[src/rtl/pwm_pkg.sv]
`default_nettype none
// ----------------------------------------------------------------------------
// pwm_pkg : duty width and breathing-ramp state encoding shared by the PWM path
// Rev 1.0
// ----------------------------------------------------------------------------
package pwm_pkg;

  localparam int DUTY_W = 8;

  typedef enum logic [2:0] {
    IDLE      = 3'd0,
    RAMP_UP   = 3'd1,
    HOLD_HI   = 3'd2,
    RAMP_DOWN = 3'd3,
    HOLD_LO   = 3'd4
  } ramp_state_t;

endpackage
`default_nettype wire

[src/rtl/pwm_tick_gen.sv]
`default_nettype none
// ----------------------------------------------------------------------------
// pwm_tick_gen : prescaler issuing a tick on the last count of each period
// Rev 1.0
// ----------------------------------------------------------------------------
module pwm_tick_gen #(
  parameter int unsigned PRESCALE = 262144
) (
  input  logic clk,
  input  logic rst_n,
  input  logic clr_i,
  input  logic hold_i,
  output logic tick_o
);

  localparam int unsigned     CW   = $clog2(PRESCALE);
  localparam logic [CW-1:0]   LAST = CW'(PRESCALE - 1);

  logic [CW-1:0] cnt_q;

  // Tick is qualified by hold so a paused period end is deferred, not dropped.
  assign tick_o = ~clr_i & ~hold_i & (cnt_q == LAST);

  always_ff @(posedge clk or negedge rst_n) begin
    if (!rst_n) begin
      cnt_q <= '0;
    end else if (clr_i) begin
      cnt_q <= '0;
    end else if (!hold_i) begin
      cnt_q <= (cnt_q == LAST) ? '0 : cnt_q + CW'(1);
    end
  end

endmodule
`default_nettype wire

[src/rtl/pwm_breath_ramp.sv]
`default_nettype none
// ----------------------------------------------------------------------------
// pwm_breath_ramp : triangle "breathing" duty sequencer feeding the PWM stage
// Rev 1.0
// ----------------------------------------------------------------------------
module pwm_breath_ramp
  import pwm_pkg::*;
#(
  parameter int unsigned PRESCALE   = 262144,
  parameter int unsigned STEP       = 1,
  parameter int unsigned DUTY_MIN   = 0,
  parameter int unsigned DUTY_MAX   = 255,
  parameter int unsigned HOLD_TICKS = 0
) (
  input  logic              clk,
  input  logic              rst_n,
  input  logic              en_i,
  input  logic              pause_i,
  output logic [DUTY_W-1:0] duty_o,
  output logic              duty_upd_o,
  output logic              cycle_done_o,
  output logic [2:0]        state_o
);

  localparam int                 W9        = DUTY_W + 1;
  localparam logic [DUTY_W-1:0]  MIN_V     = DUTY_W'(DUTY_MIN);
  localparam logic [DUTY_W-1:0]  MAX_V     = DUTY_W'(DUTY_MAX);
  localparam logic [DUTY_W-1:0]  STEP_V    = DUTY_W'(STEP);
  localparam logic [W9-1:0]      MAX_W9    = W9'(DUTY_MAX);
  localparam logic [W9-1:0]      DN_LIM    = W9'(DUTY_MIN + STEP);
  localparam int                 HW        = (HOLD_TICKS < 2) ? 1 : $clog2(HOLD_TICKS + 1);
  localparam logic [HW-1:0]      HOLD_LAST = HW'(HOLD_TICKS - 1);

  ramp_state_t       state_q;
  logic [DUTY_W-1:0] duty_q;
  logic [HW-1:0]     hold_q;
  logic              duty_upd_q;
  logic              cycle_done_q;

  logic              tick;
  logic [W9-1:0]     up_sum;
  logic              up_sat;
  logic              dn_sat;
  logic [DUTY_W-1:0] ramp_duty_d;

  pwm_tick_gen #(
    .PRESCALE (PRESCALE)
  ) u_tick_gen (
    .clk    (clk),
    .rst_n  (rst_n),
    .clr_i  (~en_i | (state_q == IDLE)),
    .hold_i (pause_i),
    .tick_o (tick)
  );

  // Both saturation tests are done in 9 bits so the step can never wrap.
  assign up_sum = {1'b0, duty_q} + W9'(STEP);
  assign up_sat = (up_sum >= MAX_W9);
  assign dn_sat = ({1'b0, duty_q} < DN_LIM);

  always_comb begin
    ramp_duty_d = duty_q;
    case (state_q)
      RAMP_UP:   ramp_duty_d = up_sat ? MAX_V : up_sum[DUTY_W-1:0];
      RAMP_DOWN: ramp_duty_d = dn_sat ? MIN_V : duty_q - STEP_V;
      default:   ramp_duty_d = duty_q;
    endcase
  end

  always_ff @(posedge clk or negedge rst_n) begin
    if (!rst_n) begin
      state_q      <= IDLE;
      duty_q       <= '0;
      hold_q       <= '0;
      duty_upd_q   <= 1'b0;
      cycle_done_q <= 1'b0;
    end else begin
      duty_upd_q   <= 1'b0;
      cycle_done_q <= 1'b0;
      if (!en_i) begin
        state_q <= IDLE;
        duty_q  <= '0;
        hold_q  <= '0;
      end else if (pause_i) begin
        state_q <= state_q;
      end else if (state_q == IDLE) begin
        state_q    <= RAMP_UP;
        duty_q     <= MIN_V;
        hold_q     <= '0;
        duty_upd_q <= (duty_q != MIN_V);
      end else if (tick) begin
        duty_q     <= ramp_duty_d;
        duty_upd_q <= (ramp_duty_d != duty_q);
        unique case (state_q)
          RAMP_UP: begin
            if (up_sat) begin
              hold_q  <= '0;
              state_q <= (HOLD_TICKS == 0) ? RAMP_DOWN : HOLD_HI;
            end
          end
          RAMP_DOWN: begin
            if (dn_sat) begin
              cycle_done_q <= 1'b1;
              hold_q       <= '0;
              state_q      <= (HOLD_TICKS == 0) ? RAMP_UP : HOLD_LO;
            end
          end
          HOLD_HI: begin
            hold_q <= hold_q + HW'(1);
            if (hold_q >= HOLD_LAST) state_q <= RAMP_DOWN;
          end
          HOLD_LO: begin
            hold_q <= hold_q + HW'(1);
            if (hold_q >= HOLD_LAST) state_q <= RAMP_UP;
          end
          default: state_q <= IDLE;
        endcase
      end
    end
  end

  assign duty_o       = duty_q;
  assign duty_upd_o   = duty_upd_q;
  assign cycle_done_o = cycle_done_q;
  assign state_o      = state_q;

endmodule
`default_nettype wire

[config.mk]
export PLATFORM = sky130hd
export DESIGN_NAME = pwm_breath_ramp
export DESIGN_NICKNAME = d
export VERILOG_FILES = /design/src/rtl/pwm_pkg.sv /design/src/rtl/pwm_tick_gen.sv /design/src/rtl/pwm_breath_ramp.sv
export SDC_FILE = /design/constraint.sdc
export NUM_CORES = 1
export LEC_CHECK = 0
export ABC_AREA = 1
export CAP_MARGIN = 40
export CORE_ASPECT_RATIO = 1.4
export CORE_MARGIN = 2
export CORE_UTILIZATION = 58
export DETAILED_ROUTE_END_ITERATION = 12
export PLACE_DENSITY = 0.79
export SKIP_LAST_GASP = 1
export SYNTH_ARGS = -nofsm -noshare
export SYNTH_HDL_FRONTEND = slang
export SYNTH_SLANG_ARGS = --single-unit
export TNS_END_PERCENT = 30
[constraint.sdc]
create_clock -name clk -period 4 [get_ports clk]
set_input_delay 1.2 -clock clk [delete_from_list [all_inputs] [get_ports clk]]
set_output_delay 1.2 -clock clk [all_outputs]
set_load 0.02 [all_outputs]
Word level (Yosys, flattened, before mapping):

Index checks and enable logic that the tools add are counted.

* flip-flop bits (word level): 32
* input port bits: 4
* output and inout port bits: 13
* logic and storage cells: 75

* add/sub/neg operators: 4
* magnitude comparators: 3
* equal/unequal tests: 14
* multiplexer cells: 36
* bitwise logic cells: 6
* reductions and logical operators: 6

Operators by type and width (count)
* two-way mux 18 bit: 3
* two-way mux 8 bit: 6
* two-way mux 3 bit: 8
* adder 18 x 1 -> 18 bit (second input constant): 1
* == test 18 bit (second input constant): 1
* two-way mux 1 bit: 16
* inequality test 4 bit (second input constant): 4
* one-hot mux 8 bit (2 select lines): 1
* one-hot mux 3 bit (4 select lines): 1
* adder 8 x 1 -> 9 bit (second input constant): 1
* >= comparator 9 x 8 -> 1 bit (second input constant): 1
* < comparator 8 x 1 -> 1 bit (second input constant): 1
* inequality test 8 bit: 1
* nonzero test 8 bit: 1
* subtractor 8 x 1 -> 8 bit (second input constant): 1
* == test 3 x 2 -> 1 bit (second input constant): 2
* AND reduction 6 bit: 1
* inequality test 5 x 2 -> 1 bit (second input constant): 1
* AND reduction 5 bit: 1
* == test 3 x 1 -> 1 bit (second input constant): 1
* == test 3 bit (second input constant): 1
* zero test 3 bit: 1
* inequality test 3 x 1 -> 1 bit (second input constant): 1
* inverter 1 bit: 3
* other kinds (9): 10

Logic depth before layout (Yosys ltp):

* word-level depth: 9
* gate-level depth with buffers: 17
* gate-level depth less buffers: 17

By module:

Synthesis repeated with hierarchy kept, for this count alone.

* cell total of the unflattened synthesis: 356
* area total of the unflattened synthesis: 2506.2 um2

By module, submodules not included
* pwm_breath_ramp: instances 1, cells each 187, area each 1331.3 um2, sequential area each 325.3 um2
* pwm_tick_gen: instances 1, cells each 169, area each 1174.9 um2, sequential area each 450.4 um2

Worst setup path before layout:

OpenSTA, ideal clock, no wires.

* kind: in2reg
* start point: input en_i
* end point: register state_q[1] (netlist: state_o[1])
* library setup time: 0.118 ns
* arrival: 2.186 ns
* data required time: 3.882 ns
* path slack: 1.695 ns
* stages on the path: 10
* buffers on the path: 0
* cells stage by stage: inv_2 nor2_4 inv_1 nor2_8 nand2_4 nand2_4 o21ai_2 nand3b_4 nand2_1 o21ai_2

* cells in the longest elaborated chain, start to end: 7
* elaborated cells between the ends (all ways): 13
* those cells by class: eq/ne (6); mux (1); bitwise (5); reduce/logical (1)

RTL lines
* start, declared: RTL line pwm_breath_ramp.sv:17 `input logic en_i,`
* inverter 1 bit: RTL line pwm_breath_ramp.sv:51 `.clr_i (~en_i | (state_q == IDLE)),`
* OR 1 bit: RTL line pwm_breath_ramp.sv:51
* inverter 1 bit: RTL line pwm_tick_gen.sv:22 `assign tick_o = ~clr_i & ~hold_i & (cnt_q == LAST);`
* bitwise AND 1 bit (2 in a row): RTL line pwm_tick_gen.sv:22
* inequality test 3 x 1 -> 1 bit (no line)
* AND reduction 6 bit (no line)
* end signal, assigned: RTL line pwm_breath_ramp.sv:85 `state_q <= state_q;`
* end signal, assigned: RTL line pwm_breath_ramp.sv:98 `state_q <= (HOLD_TICKS == 0) ? RAMP_DOWN : HOLD_HI;`
* end signal, assigned: RTL line pwm_breath_ramp.sv:105 `state_q <= (HOLD_TICKS == 0) ? RAMP_UP : HOLD_LO;`
* end, declared: RTL line pwm_breath_ramp.sv:34 `ramp_state_t state_q;`

Several ways; a longest one is shown, not always the timed one.
A chain may end at the register's enable or synchronous reset.

Worst setup path after layout:

* start point: register duty_q[2] (netlist: duty_o[2])
* end point: output duty_o[2]

RTL lines
* start, declared: RTL line pwm_breath_ramp.sv:35 `logic [DUTY_W-1:0] duty_q;`
* start signal, assigned: RTL line pwm_breath_ramp.sv:92 `duty_q <= ramp_duty_d;`
* end, declared: RTL line pwm_breath_ramp.sv:19 `output logic [DUTY_W-1:0] duty_o,`

No word-level cell between the ends.

==> results by group <==
CTS
  – Hold-fix buffer count after cts: 0
  – CTS tree: yes
  – Clk root buf: clkbuf_8
  – Clk_lat worst skew: 0.28 ns
  – Clk slew on worst S/H paths: 0.07 ns
  – Clock Path Buffers: 2
  – # H-tree levels: 2
  – Clock sink total: 31
  – Setup bufs post-CTS: 0
  – CTS resizes: 0
  – Cts bufs inserted: 5

Route
  – Drt drc: 0
  – Vias per Instance: 5.48
  – First-pass iteration count of the detailed router: 4
  – Total Routed Length: 4700 µm
  – DRT antenna net count: 0
  – Via count: 1940
  – DRT iter0 DRCs: 112
  – Wire per inst: 13.3 µm

STA
  – Fin. Hold Viols: 0
  – Slew headroom: 58.7%
  – Max Slew Vio Count: 0
  – Final hold slack: 0.501 ns
  – Clock skew: 0.0106 ns
  – RSZ-0062 raised after global routing: no
  – Worst-Margin Slew: 0.620 ns
  – Fmax: 0.361 GHz
  – Final worst slack: 1.23 ns
  – Final TNS setup: 0 ns
  – Tcrit/Tclk final: 69.2%
  – Final setup viols: 0
  – Crit path time final: 2.77 ns

Worst setup path
  – Worst r2r src: duty_o[1]
  – First element of the critical path: duty_o[2]
  – Kind of cell with the highest combined delay on the critical path: buffers and inverters
  – CP max stage cell: clkdlybuf4s50_1
  – WP buf/inv: 1
  – Internal reg-to-reg setup slack: 1.69 ns
  – Required time of the critical path: 2.80 ns
  – Startpoint types: flip-flop
  – Worst setup path class: flip-flop to primary output
  – Worst R2R End: duty_upd_o
  – CP Cell Sequence: clkdlybuf4s50_1
  – Largest fanout on the critical path: 12
  – CP endpoint kind: primary output
  – Cells on worst reg2reg path: 16
  – Critical path arrival: 1.57 ns
  – Slowest stage delay, CP: 0.69 ns

Finish
  – Final core utilization: 68.2%
  – Post-route cell area: 0.00253 mm²
  – Syn-to-layout area delta: 11.3%
  – Nets@finish: 326
  – Antenna diodes: 0
  – Fill cells: 329
  – Final Non-Filler Cells: 354
  – Area of the multi-input gates: 0.00133 mm²
  – Layout cells sized above 1: 9.62%
  – Reg area: 776 µm²

Die
  – DIE AREA: 0.00444 mm²
  – Total core area: 0.00371 mm²
  – Starting Density: 61.3%
  – Chip height: 78.1 µm
  – Boundary Pins: 17
  – # rows: 26
  – Width of the die: 56.9 µm

Global routing
  – Congestion Overflow GR: 0
  – Largest net degree at the start of global routing: 32
  – First-pass GRT wire length: 8340 µm
  – Total track usage: 23.7%
  – Vias in the first global route: 1835
  – Initial antenna violation count: 0

Synthesis
  – Asr flop ratio synth: 100%
  – Mux share of post-synthesis cell area: 0.440%
  – Syn nets: 311
  – Synthesized area per cell: 7.65 µm²
  – Largest family of logic cells by synthesized area: simple AND/OR/NAND/NOR gates
  – Synthesized instance count: 297
  – Prevailing post-synth register cell: dfrtp_1
  – Synth cell count leaders: 59 x nand2_1, 32 x inv_1, 31 x dfrtp_1, 26 x nand3_1, 26 x o21ai_0
  – Mapped cell area: 0.00227 mm²
  – Post-Synth XOR/XNOR Area: 6.93%
  – Compound-Gate Fraction of Synth Area: 15.0%
  – Sequential fraction of the synthesis area: 34.1%
  – Top post-synthesis cells by area: dfrtp_1 34%, nand2_1 9.7%, xor2_1 6.2%
  – Most frequent cell after synthesis: nand2_1
  – Flops & latches, synth: 31
  – Synth cell types: 34
  – Number of synthesized flops with an enable pin: 0
  – Synth top area share: 34.1%
  – Synth area leader: dfrtp_1
  – Adder-Cell Fraction of Synth Area: 5.50%
  – Total number of yosys warnings: 0
  – Simple-Gate Fraction of Synth Area: 30.4%

Power and ir drop
  – Static Leak: 1.07 nW
  – Pwr/cell area: 348 mW/mm²
  – Peak VDD IR: 0.278 mV
  – Power Total: 0.879 mW

Placement
  – Place WS: 0.944 ns
  – Inst Count DP: 347
  – Placed cell area: 0.00244 mm²
  – PortBufs: 15
  – Placer Congestion: 0.907
  – Post-DP HPWL: 3540 µm

Min path
  – Worst hold-check path type: flip-flop to flip-flop
  – Sink of the worst hold path: hold_q
  – Worst hold path depth: 2
  – HP Start: hold_q

Job
  – Max Cap Violations: 0

Status
  – Status: completed
==> worst max path at each step <==
stage | end | cells past startpoint | slack (ns)
5_1_grt | hold_q | 12 | 1.11
2_1_floorplan | state_o[1] | 10 | 1.70
3_5_place_dp | state_o[1] | 11 | 0.94
3_3_place_gp | state_o[1] | 11 | 1.02
4_1_cts | duty_o[2] | 1 | 1.23
6_report | duty_o[2] | 1 | 1.23
==> cell families (layout without fill, tap and decap cells) <==
kind of cell	count (synthesis)	after routing
buf+inv	42	57
fa+ha+maj	10	10
simple gates	134	134
mux	1	1
xor+xnor	18	18
other cells	1	1
flops	31	31
compound gates	60	60
==> layout make-up <==
class,count,share of cell area [%]
clock buffer,6,3.26
clock inverter,1,0.198
inverter,34,5.04
multi-input combinational,224,52.5
sequential,31,30.7
tap,42,2.08
timing repair buffer,16,6.23
==> per-layer routing <==
| metal | vias up | global-route usage [%] | routed length [µm] |
|---|---|---|---|
| met2 | 41 | 40.5 | 2450 |
| met5 | - | 0 | 0 |
| met3 | 6 | 4.45 | 134 |
| li1 | 1009 | - | - |
| met4 | 0 | 7.44 | 63 |
| met1 | 884 | 30.0 | 2050 |
==> state kept, by name, indices dropped and copies added (netlist names) <==
register,flops
cycle_done_o,1
duty_o,8
duty_upd_o,1
hold_q,1
state_o,2
u_tick_gen.cnt_q,18
==> placed cells by master, fill, tap and decap left out, drive strengths merged, types with 6 or more instances in the layout <==
cell,netlist,layout
nand3,28,28
o22ai,13,13
clkbuf,3,6
nor3,6,6
nor2,27,27
ha,10,10
o21ai,33,33
nand2,65,65
clkdlybuf4s50,0,15
xor2,16,16
a21oi,12,12
inv,34,34
dfrtp,31,31
==> report_power, final <==
part           leakage, nW  total, mW  switching [mW]  internal (mW)
clock               0.0470      0.247           0.112          0.135
sequential           0.430      0.339          0.0129          0.326
combinational        0.597      0.294           0.188          0.106
No activity file was read; power rests on OpenSTA's default activity.
